[src/rtl/switch_debounce_pkg.sv]
// Shared constants for the switch/button input-conditioning bank.
// Downstream stages (e.g. the two-input XOR combiner) import SW_BANK_N_CH so
// the channel count stays consistent across the board.
package switch_debounce_pkg;

  // Number of switch/button channels on the board.
  localparam int unsigned SW_BANK_N_CH        = 2;
  // Default synchroniser depth per channel.
  localparam int unsigned SYNC_STAGES_DEFAULT = 2;
  // Default stable-cycle requirement before a level change is accepted.
  localparam int unsigned DB_CYCLES_DEFAULT   = 1000000;

  // Counter width able to hold 0..db_cycles.
  function automatic int unsigned db_cnt_w(input int unsigned db_cycles);
    return $clog2(db_cycles + 1);
  endfunction

endpackage

[src/rtl/switch_debounce_ch.sv]
// One debounce channel: synchroniser, stability counter, registered level,
// and optional registered rise/fall pulses.
// Optional feature macro: SWITCH_DEBOUNCE_EDGE_EN (builds the pulse registers;
// otherwise rise_o/fall_o are constant 0).
// Ports:
//   clk     - sole clock
//   rst     - synchronous active-high reset
//   raw_i   - asynchronous switch level
//   out_o   - debounced level (registered)
//   rise_o  - one-cycle pulse when out_o goes 0->1
//   fall_o  - one-cycle pulse when out_o goes 1->0
module debounce_ch
  import switch_debounce_pkg::*;
#(
  parameter int unsigned SYNC_STAGES = SYNC_STAGES_DEFAULT,
  parameter int unsigned DB_CYCLES   = DB_CYCLES_DEFAULT
) (
  input  logic clk,
  input  logic rst,
  input  logic raw_i,
  output logic out_o,
  output logic rise_o,
  output logic fall_o
);

  localparam int unsigned    CNT_W    = db_cnt_w(DB_CYCLES);
  localparam logic [CNT_W-1:0] CNT_TERM = CNT_W'(DB_CYCLES - 1);

  logic [SYNC_STAGES-1:0] sync_q, sync_d;
  logic [CNT_W-1:0]       cnt_q, cnt_d;
  logic                   out_q, out_d;
  logic                   s;
  logic                   flip;

  // Synchroniser shift, stability counter and level update.
  always_comb begin
    sync_d = {sync_q[SYNC_STAGES-2:0], raw_i};
    s      = sync_q[SYNC_STAGES-1];
    flip   = (s != out_q) && (cnt_q == CNT_TERM);
    out_d  = out_q;
    cnt_d  = '0;
    if (flip) begin
      out_d = s;
    end else if (s != out_q) begin
      // Cannot pass CNT_TERM: the terminal count always takes the flip branch.
      cnt_d = CNT_W'(cnt_q + CNT_W'(1));
    end
  end

  always_ff @(posedge clk) begin
    if (rst) begin
      sync_q <= '0;
      cnt_q  <= '0;
      out_q  <= 1'b0;
    end else begin
      sync_q <= sync_d;
      cnt_q  <= cnt_d;
      out_q  <= out_d;
    end
  end

  assign out_o = out_q;

`ifdef SWITCH_DEBOUNCE_EDGE_EN
  logic rise_q, rise_d;
  logic fall_q, fall_d;

  // Pulses load on the same edge as out_q, so they coincide with the new level.
  always_comb begin
    rise_d = flip & s;
    fall_d = flip & ~s;
  end

  always_ff @(posedge clk) begin
    if (rst) begin
      rise_q <= 1'b0;
      fall_q <= 1'b0;
    end else begin
      rise_q <= rise_d;
      fall_q <= fall_d;
    end
  end

  assign rise_o = rise_q;
  assign fall_o = fall_q;
`else
  assign rise_o = 1'b0;
  assign fall_o = 1'b0;
`endif

endmodule

[src/rtl/switch_debounce.sv]
// Input-conditioning bank for raw switch/button pins: N_CH independent
// synchronise-and-debounce channels. The top level only fans ports out.
// Optional feature macro: SWITCH_DEBOUNCE_EDGE_EN (registered rise/fall
// pulses; when undefined rise/fall are constant 0, port list unchanged).
// Ports:
//   clk   - sole clock
//   rst   - synchronous active-high reset
//   raw   - [N_CH] asynchronous switch/button levels
//   out   - [N_CH] debounced registered levels
//   rise  - [N_CH] one-cycle pulse on out 0->1
//   fall  - [N_CH] one-cycle pulse on out 1->0
module switch_debounce
  import switch_debounce_pkg::*;
#(
  parameter int unsigned N_CH        = SW_BANK_N_CH,
  parameter int unsigned SYNC_STAGES = SYNC_STAGES_DEFAULT,
  parameter int unsigned DB_CYCLES   = DB_CYCLES_DEFAULT
) (
  input  logic            clk,
  input  logic            rst,
  input  logic [N_CH-1:0] raw,
  output logic [N_CH-1:0] out,
  output logic [N_CH-1:0] rise,
  output logic [N_CH-1:0] fall
);

  // Derived counter width; each channel computes the same value internally.
  localparam int unsigned CNT_W = db_cnt_w(DB_CYCLES);

  for (genvar i = 0; i < N_CH; i++) begin : g_ch
    debounce_ch #(
      .SYNC_STAGES(SYNC_STAGES),
      .DB_CYCLES  (DB_CYCLES)
    ) u_ch (
      .clk   (clk),
      .rst   (rst),
      .raw_i (raw[i]),
      .out_o (out[i]),
      .rise_o(rise[i]),
      .fall_o(fall[i])
    );
  end

endmodule

[config.mk]
export PLATFORM = sky130hd
export DESIGN_NAME = switch_debounce
export DESIGN_NICKNAME = d
export VERILOG_FILES = /design/src/rtl/switch_debounce_pkg.sv /design/src/rtl/switch_debounce_ch.sv /design/src/rtl/switch_debounce.sv
export SDC_FILE = /design/constraint.sdc
export NUM_CORES = 1
export LEC_CHECK = 0
export BUFFER_PORTS_ARGS = -buffer_cell sky130_fd_sc_hd__clkbuf_2
export CORE_MARGIN = 10
export CORE_UTILIZATION = 60
export DETAILED_ROUTE_END_ITERATION = 12
export PLACE_DENSITY = 0.78
export SYNTH_ARGS = -nofsm -noshare
export SYNTH_HDL_FRONTEND = slang
export SYNTH_SLANG_ARGS = --single-unit
export TNS_END_PERCENT = 20
[constraint.sdc]
create_clock -name clk -period 2.35 [get_ports clk]
set_input_delay 0.1175 -clock clk [delete_from_list [all_inputs] [get_ports clk]]
set_output_delay 0.1175 -clock clk [all_outputs]
set_load 0.02 [all_outputs]
Yosys cells after proc, flatten, opt, wreduce, memory -nomap -nowiden:

Cells that the tools add are included.

* add/subtract/negate cells: 2
* eq/ne operators: 4
* reduce and logical (&&, ||, !) cells: 4
* bitwise logic cells: 2
* $lt $le $gt $ge: 0
* shifts and indexed selects: 0
* $mul: 0
* muxes and demuxes: 0
* divide/modulo/power cells: 0

Operator list (count)
* $add 20x1->20 const B: 2
* $eq 20x20->1 const B: 2
* $reduce_or 3->1: 2
* $logic_and 1x1->1: 2
* $ne 1x1->1: 2
* $not 1->1: 2

* output and inout bits: 6
* flip-flop bits (word level): 46
* bits in latches: 0
* memory bits (read-only): 0
* word-level logic and storage cells: 18
* memories kept: 0
* bits in writable memories: 0

Longest topological paths before layout:

Gate-level depths: netlist of run 1.

* word-level depth: 3
* gate-level depth with buffers: 6
* depth with buffers taken out: 5

Cells and area by module:

Synthesis of run 1 repeated with hierarchy kept, for this count alone.

* cell total of the unflattened synthesis: 232
* area, all modules: 2014.4 µm²

By module, submodules not included
* debounce_ch: times used 2, cells an instance 116, seq. area each 460.4 µm², area an instance 1007.2 µm²

Least setup slack after synthesis of run 1:

OpenSTA, ideal clock, no wires.

* path type: register to register
* from: register g_ch[0].u_ch.cnt_q[13]
* to: register g_ch[0].u_ch.out_q
* data arrival time: 1.888 ns
* data required time: 2.276 ns
* cell stages (with the launch flop): 5
* setup slack: 0.388 ns
* cells stage by stage: dfxtp_1 -> or4b_1 -> or4_4 -> or4b_1 -> o21ai_0

* word-level cells in the longest chain between the ends: 2

Ends and longest elaborated chain
* start, declared: line switch_debounce_ch.sv:30 `logic [CNT_W-1:0] cnt_q, cnt_d;`
* start signal, assigned: line switch_debounce_ch.sv:57 `cnt_q <= cnt_d;`
* $eq 20x20->1: line switch_debounce_ch.sv:39 `flip = (s != out_q) && (cnt_q == CNT_TERM);`
* $logic_and 1x1->1: line switch_debounce_ch.sv:39
* end signal, assigned: line switch_debounce_ch.sv:58 `out_q <= out_d;`
* end, declared: line switch_debounce_ch.sv:31 `logic out_q, out_d;`

No other way between the ends.
A chain may end at the register's enable or synchronous reset.

Final worst setup path of run 1:

* from: register g_ch[0].u_ch.cnt_q[13]
* to: register g_ch[0].u_ch.cnt_q[4]

* word-level cells in the longest chain between the ends: 3

Ends and longest elaborated chain (line)
* $eq 20x20->1: switch_debounce_ch.sv:39
* $logic_and 1x1->1: switch_debounce_ch.sv:39
* $reduce_or 3->1 (no line)

No other way between the ends.

==> key figures, run 1 <==
Die
  • Die Area: 6230 um^2
  • Area of the core: 3340 um^2
  • Starting density of the core: 0.625
  • Die Y: 79.0 um
  • IO Count: 10
  • Chip width: 79.0 um
  • Row cnt: 21

Yosys
  • Count leader, synth: dfxtp_1
  • Post-synthesis sequential area ratio: 0.442
  • Yosys cell types: 35
  • Ys Warns: 0
  • Post-synth top cells: dfxtp_1 (46), nor2_1 (36), xnor2_1 (18)
  • Netlist Area Pre-Place: 2090 um^2
  • Number of synthesized flops with an enable pin: 0
  • Async S/R FF share, synth: 0
  • Top cells by area, synth: dfxtp_1 (44%), xnor2_1 (7.6%), nor2_1 (6.5%), xor2_1 (5.0%), nand4_1 (4.5%)
  • Avg Cell Area, Syn: 8.80 um^2
  • Synth Flop Type: dfxtp_1
  • Synth top area share: 0.442
  • Post-synth top area cell: dfxtp_1
  • #FFs+latches synth: 46
  • Cell count after synthesis: 237

Power and ir drop
  • P_int: 906 uW
  • Pleak: 0.000642 uW
  • Switch share: 0.216
  • Total power: 1160 uW
  • Maximum VDD drop: 0.287 mV
  • Sequential Power Share: 0.680
  • Clk pwr share: 0.298
  • Net Switching: 250 uW
  • Combinational share of power: 0.022
  • Power per Cell Area: 527 nW/um^2

Detailed routing
  • Post-route DRC: 0
  • First drt pass iteration count: 4
  • Avg WL per Cell: 13.4 um
  • Iteration-0 DRC Markers: 91
  • Detail Route Antenna Nets: 0
  • Final wirelength: 3900 um
  • Vias: 1614
  • Vias per Instance: 5.55

Clocking
  • Clock latency on the worst-skew pair: 350 ps
  • # H-tree levels: 2
  • CTS tree: yes
  • CTS Sinks: 46
  • Post-CTS sizing: 0
  • CTS buffer count: 5
  • Clock-pin slew on the worst setup and hold paths: 120 ps
  • Clock Root Buffer: clkbuf_4
  • CTS Buffer Depth: 2

Critical path
  • Worst-path fanout max: 19
  • WP data required: 2590 ps
  • Kind of critical path: register to register
  • Critical path's slowest cell: or4_4
  • Critical-path cell list: or4b_1 -> or4_4 -> o21ai_4 -> nor2_1
  • Crit end category: register
  • Startpoint types: register
  • Slowest stage delay, CP: 560 ps
  • Crit path DAT: 2380 ps

Status
  • Status: completed

Worst hold path
  • Worst hold path type: input pin to register

Cells and area
  • Fraction of layout cells with a size suffix above 1: 0.0612
  • Multi-input logic area: 1080 um^2
  • Layout area overhead: 5.10%
  • Final core occ: 0.657
  • Ant. Diodes: 0
  • Design area: 2190 um^2
  • Filler instances: 288
  • Layout net count: 251
  • Register area: 921 um^2

Global routing
  • GR Util All Layers: 0.127
  • Met3 Use GR: 0.0394
  • M1 GR Usage: 0.156
  • Initial antenna violation count: 0
  • Met2 usage: 0.199
  • Grt ovf: 0
  • Vias in the first global route: 1510
  • Global route hottest layer: met2
  • Largest net degree at the start of global routing: 20
  • First-pass GRT wire length: 6540 um

Placed design
  • Detailed Place HPWL: 2760 um
  • IO Port Bufs: 5
  • Placed cell area: 2130 um^2
  • Routability cong.: 0.799

Timing
  • RSZ-0062 raised after global routing: false
  • Hold Slack: 67.9 ps
  • Slew @ Worst Pin: 511 ps
  • Final Skew: 5.90 ps
  • Hold Violations, Final: 0
  • Final Slew Violations: 0
  • Min cycle time layout: 2140 ps
  • Final setup violation count: 0
  • Final worst-path cycle share: 0.911
  • F_max: 467 MHz
  • Setup TNS: 0 ps
  • Slew headroom: 0.658

Flow run
  • Max cap viols: 0
flip-flops by register name, summed over array words and instances, names as in the netlist:
register and count:
g_ch.u_ch.sync_q 4, g_ch.u_ch.out_o 2, g_ch.u_ch.cnt_q 40
area by class of cell:
type,count,area share
sequential,46,0.420
inverter,7,0.0120
timing repair buffer,9,0.0274
clock buffer,7,0.0205
tap,46,0.0263
multi-input combinational,176,0.494
what timing repair did:
item                                   CTS  global route
endpoints found under the hold margin    2             0
buffers inserted                         0             0
hold buffers                             2             0
cell families after synthesis:
| kind of cell | synth area share |
|---|---|
| buf+inv | 0.0450 |
| other cells | 0.00180 |
| xor+xnor | 0.126 |
| fa+ha+maj | 0.0120 |
| simple gates | 0.310 |
| compound gates | 0.0588 |
| flops | 0.442 |
| mux | 0.00480 |
cell usage in the layout, fill, tap and decap left out, types with 3 or more instances in the layout:
| cell | Yosys | layout |
|---|---|---|
| a21oi_1 | 8 | 8 |
| and2_1 | 5 | 5 |
| and3_1 | 3 | 3 |
| clkbuf_2 | 0 | 5 |
| clkbuf_4 | 0 | 5 |
| conb_1 | 1 | 4 |
| dfxtp_1 | 46 | 46 |
| inv_1 | 7 | 7 |
| nand2_1 | 8 | 8 |
| nand3_1 | 14 | 14 |
| nand4_1 | 15 | 15 |
| nor2_1 | 36 | 36 |
| nor2b_1 | 5 | 5 |
| nor3_1 | 5 | 5 |
| nor4_1 | 9 | 9 |
| o21ai_0 | 6 | 6 |
| o31ai_1 | 3 | 3 |
| or4_1 | 4 | 4 |
| xnor2_1 | 18 | 18 |
| xor2_1 | 12 | 12 |
through the flow:
step,instances,worst slack (ps)
after floorplan,240,388
after global placement,282,292
after detailed placement,282,219
after CTS,291,203
after global routing,291,111
final,291,209
critical path: cells and delay by family (launching register included):
family,cells,cell delay (ps)
simple gates,3,1210
compound gates,1,440
flops,1,370
per-layer routing:
| metal | vias up | wire length (um) |
|---|---|---|
| li1 | 845 | - |
| met5 | - | 0 |
| met3 | 6 | 173 |
| met4 | 0 | 46 |
| met1 | 740 | 1970 |
| met2 | 23 | 1710 |
power by group through the flow:
stage               logic, uW  registers [uW]  clock network (uW)
global placement         22.6             803                   0
CTS                      25.5             786                 353
global route             28.4             787                 387
detailed placement       22.7             803                   0
finish                   25.8             786                 344
floorplan                23.0             803                   0
path summary, 6_finish.rpt:
path / from / endpoint / slack (ps) / depth (start not counted)
max: g_ch[0].u_ch.cnt_q[13] / g_ch[0].u_ch.cnt_q[4] / 210 / 4
min: rst / g_ch[1].u_ch.sync_q[0] / 70 / 2
max reg2reg: g_ch[0].u_ch.cnt_q[13] / g_ch[0].u_ch.cnt_q[4] / 210 / 4
min reg2reg: g_ch[0].u_ch.cnt_q[0] / g_ch[0].u_ch.cnt_q[0] / 450 / 1
Power figures use the tool's default switching activity.
==> run 2: changes to the inputs <==
Settings changed: CORE_ASPECT_RATIO set to 1.75.
==> run 2 against run 1 <==
Against the previous run:
- cell area rose by 2.7%
- combinational power is 5% lower
- clock power grew 66%
- sequential power about the same
- core utilization is 1.3 points higher
==> key figures, run 2 (synthesis gave the netlist of run 1 again) <==
Clocking
  • Clock Root Buffer: clkbuf_8
  • Hold_buf cts: 0
  • Clock-pin slew on the worst setup and hold paths: 80 ps
  • Clock latency on the worst-skew pair: 290 ps
  • CTS tree: yes
  • CTS buffer count: 5
  • # H-tree levels: 2
  • Post-CTS sizing: 0
  • CTS Sinks: 46
  • Setup Fix Bufs, Post-CTS: 0
  • CTS Buffer Depth: 2

Die
  • IO Count: 10
  • Starting density of the core: 0.620
  • Row cnt: 28
  • Die Y: 98.0 um
  • Area of the core: 3360 um^2
  • Die Area: 6330 um^2
  • Chip width: 64.6 um

Critical path
  • Critical path's slowest cell: or4_4
  • Slowest stage delay, CP: 550 ps
  • R2r startpoint: g_ch[0].u_ch.cnt_q[13]
  • CP delay by family, top: simple AND/OR/NAND/NOR gates
  • Reg2reg path depth: 4
  • Crit path DAT: 2290 ps
  • Crit end category: register
  • WP data required: 2570 ps
  • Critical-path cell list: or4b_1 -> or4_4 -> or4b_1 -> o21ai_0
  • Flop2flop setup slack: 280 ps
  • Worst path most repeated cell: or4b_1
  • Startpoint types: register
  • Critical path buffers and inverters: 0
  • Kind of critical path: register to register
  • Worst-path fanout max: 6
  • Reg-to-Reg End: g_ch[0].u_ch.out_o

Flow run
  • Max cap viols: 0

Cells and area
  • Largest register by flop count: g_ch.u_ch.cnt_q
  • Final core occ: 0.670
  • Most frequent cells in the layout: dfxtp_1 (46), nor2_1 (36), xnor2_1 (18)
  • Layout area overhead: 7.98%
  • Multi-input logic area: 1080 um^2
  • Ant. Diodes: 0
  • Design area: 2250 um^2
  • Filler instances: 307
  • Fraction of layout cells with a size suffix above 1: 0.0694
  • Layout net count: 250
  • Non-Filler Instances: 290
  • Leading cell type in the layout, fill and taps excluded: dfxtp_1
  • Register area: 921 um^2
  • Max reg flops: 40

Worst hold path
  • Worst hold path type: input pin to register
  • Hold path cells: 2
  • Min-delay src: raw[1]
  • WHS Endpoint: g_ch[1].u_ch.sync_q[0]

Placed design
  • Placed cell count: 282
  • Placed cell area: 2150 um^2
  • Detailed Place HPWL: 2860 um
  • IO Port Bufs: 5
  • Routability cong.: 0.875

Detailed routing
  • Post-route DRC: 0
  • Detail Route Antenna Nets: 0
  • Vias: 1629
  • Vias per Instance: 5.62
  • First drt pass iteration count: 7
  • Avg WL per Cell: 13.3 um
  • Iteration-0 DRC Markers: 69
  • Final wirelength: 3870 um

Power and ir drop
  • Net Switching: 270 uW
  • Maximum VDD drop: 0.835 mV
  • Clk pwr share: 0.413
  • P_int: 1110 uW
  • Pleak: 0.000671 uW
  • Sequential Power Share: 0.569
  • Switch share: 0.196
  • Total power: 1380 uW
  • Power per Cell Area: 612 nW/um^2
  • Combinational share of power: 0.018

Timing
  • Final Skew: 8.39 ps
  • Hold Violations, Final: 0
  • Setup TNS: 0 ps
  • Final setup violation count: 0
  • Final Slew Violations: 0
  • F_max: 483 MHz
  • RSZ-0062 raised after global routing: false
  • Min cycle time layout: 2070 ps
  • Final worst-path cycle share: 0.880

Global routing
  • First-pass GRT wire length: 6970 um
  • Vias in the first global route: 1635
  • Largest net degree at the start of global routing: 20
  • Grt ovf: 0
  • GR Util All Layers: 0.134
  • Initial antenna violation count: 0

Status
  • Status: completed
==> run 2: worst max path at each step <==
stage / from / to / cells past startpoint
global route: g_ch[0].u_ch.cnt_q[13] / g_ch[0].u_ch.out_o / 4
finish: g_ch[0].u_ch.cnt_q[13] / g_ch[0].u_ch.out_o / 4
floorplan: g_ch[0].u_ch.cnt_q[13] / g_ch[0].u_ch.out_o / 4
global placement: g_ch[0].u_ch.cnt_q[13] / g_ch[0].u_ch.out_o / 4
detailed placement: g_ch[0].u_ch.cnt_q[13] / g_ch[0].u_ch.out_o / 4
CTS: g_ch[0].u_ch.cnt_q[13] / g_ch[0].u_ch.out_o / 4
==> run 2: power groups by stage <==
stage / Sequential (uW) / Combinational (uW) / Clock (uW)
global route: 786 / 27.5 / 615
global placement: 803 / 24.3 / 0
CTS: 785 / 24.5 / 588
floorplan: 803 / 23.0 / 0
detailed placement: 804 / 24.6 / 0
finish: 785 / 24.5 / 570
==> run 2: per-layer routing <==
metal	part of all wire	track usage
met2	0.58	0.256
met1	0.37	0.119
met4	0.020	0.0695
met5	0	0
met3	0.024	0.0378
==> run 2: area by class of cell <==
cell class	instances	share of cell area
Timing Repair Buffer	8	0.0267
Clock buffer	7	0.0339
Tap cell	45	0.0250
Clock inverter	1	0.0133
Inverter	7	0.0117
Sequential cell	46	0.409
Multi-Input combinational cell	176	0.481
==> run 2: through the flow <==
stage          setup WS, ps  hold slack [ps]
2_1_floorplan           388              246
3_3_place_gp            315              326
3_5_place_dp            291              339
4_1_cts                 271             24.2
5_1_grt                 210             42.8
6_report                281             31.0
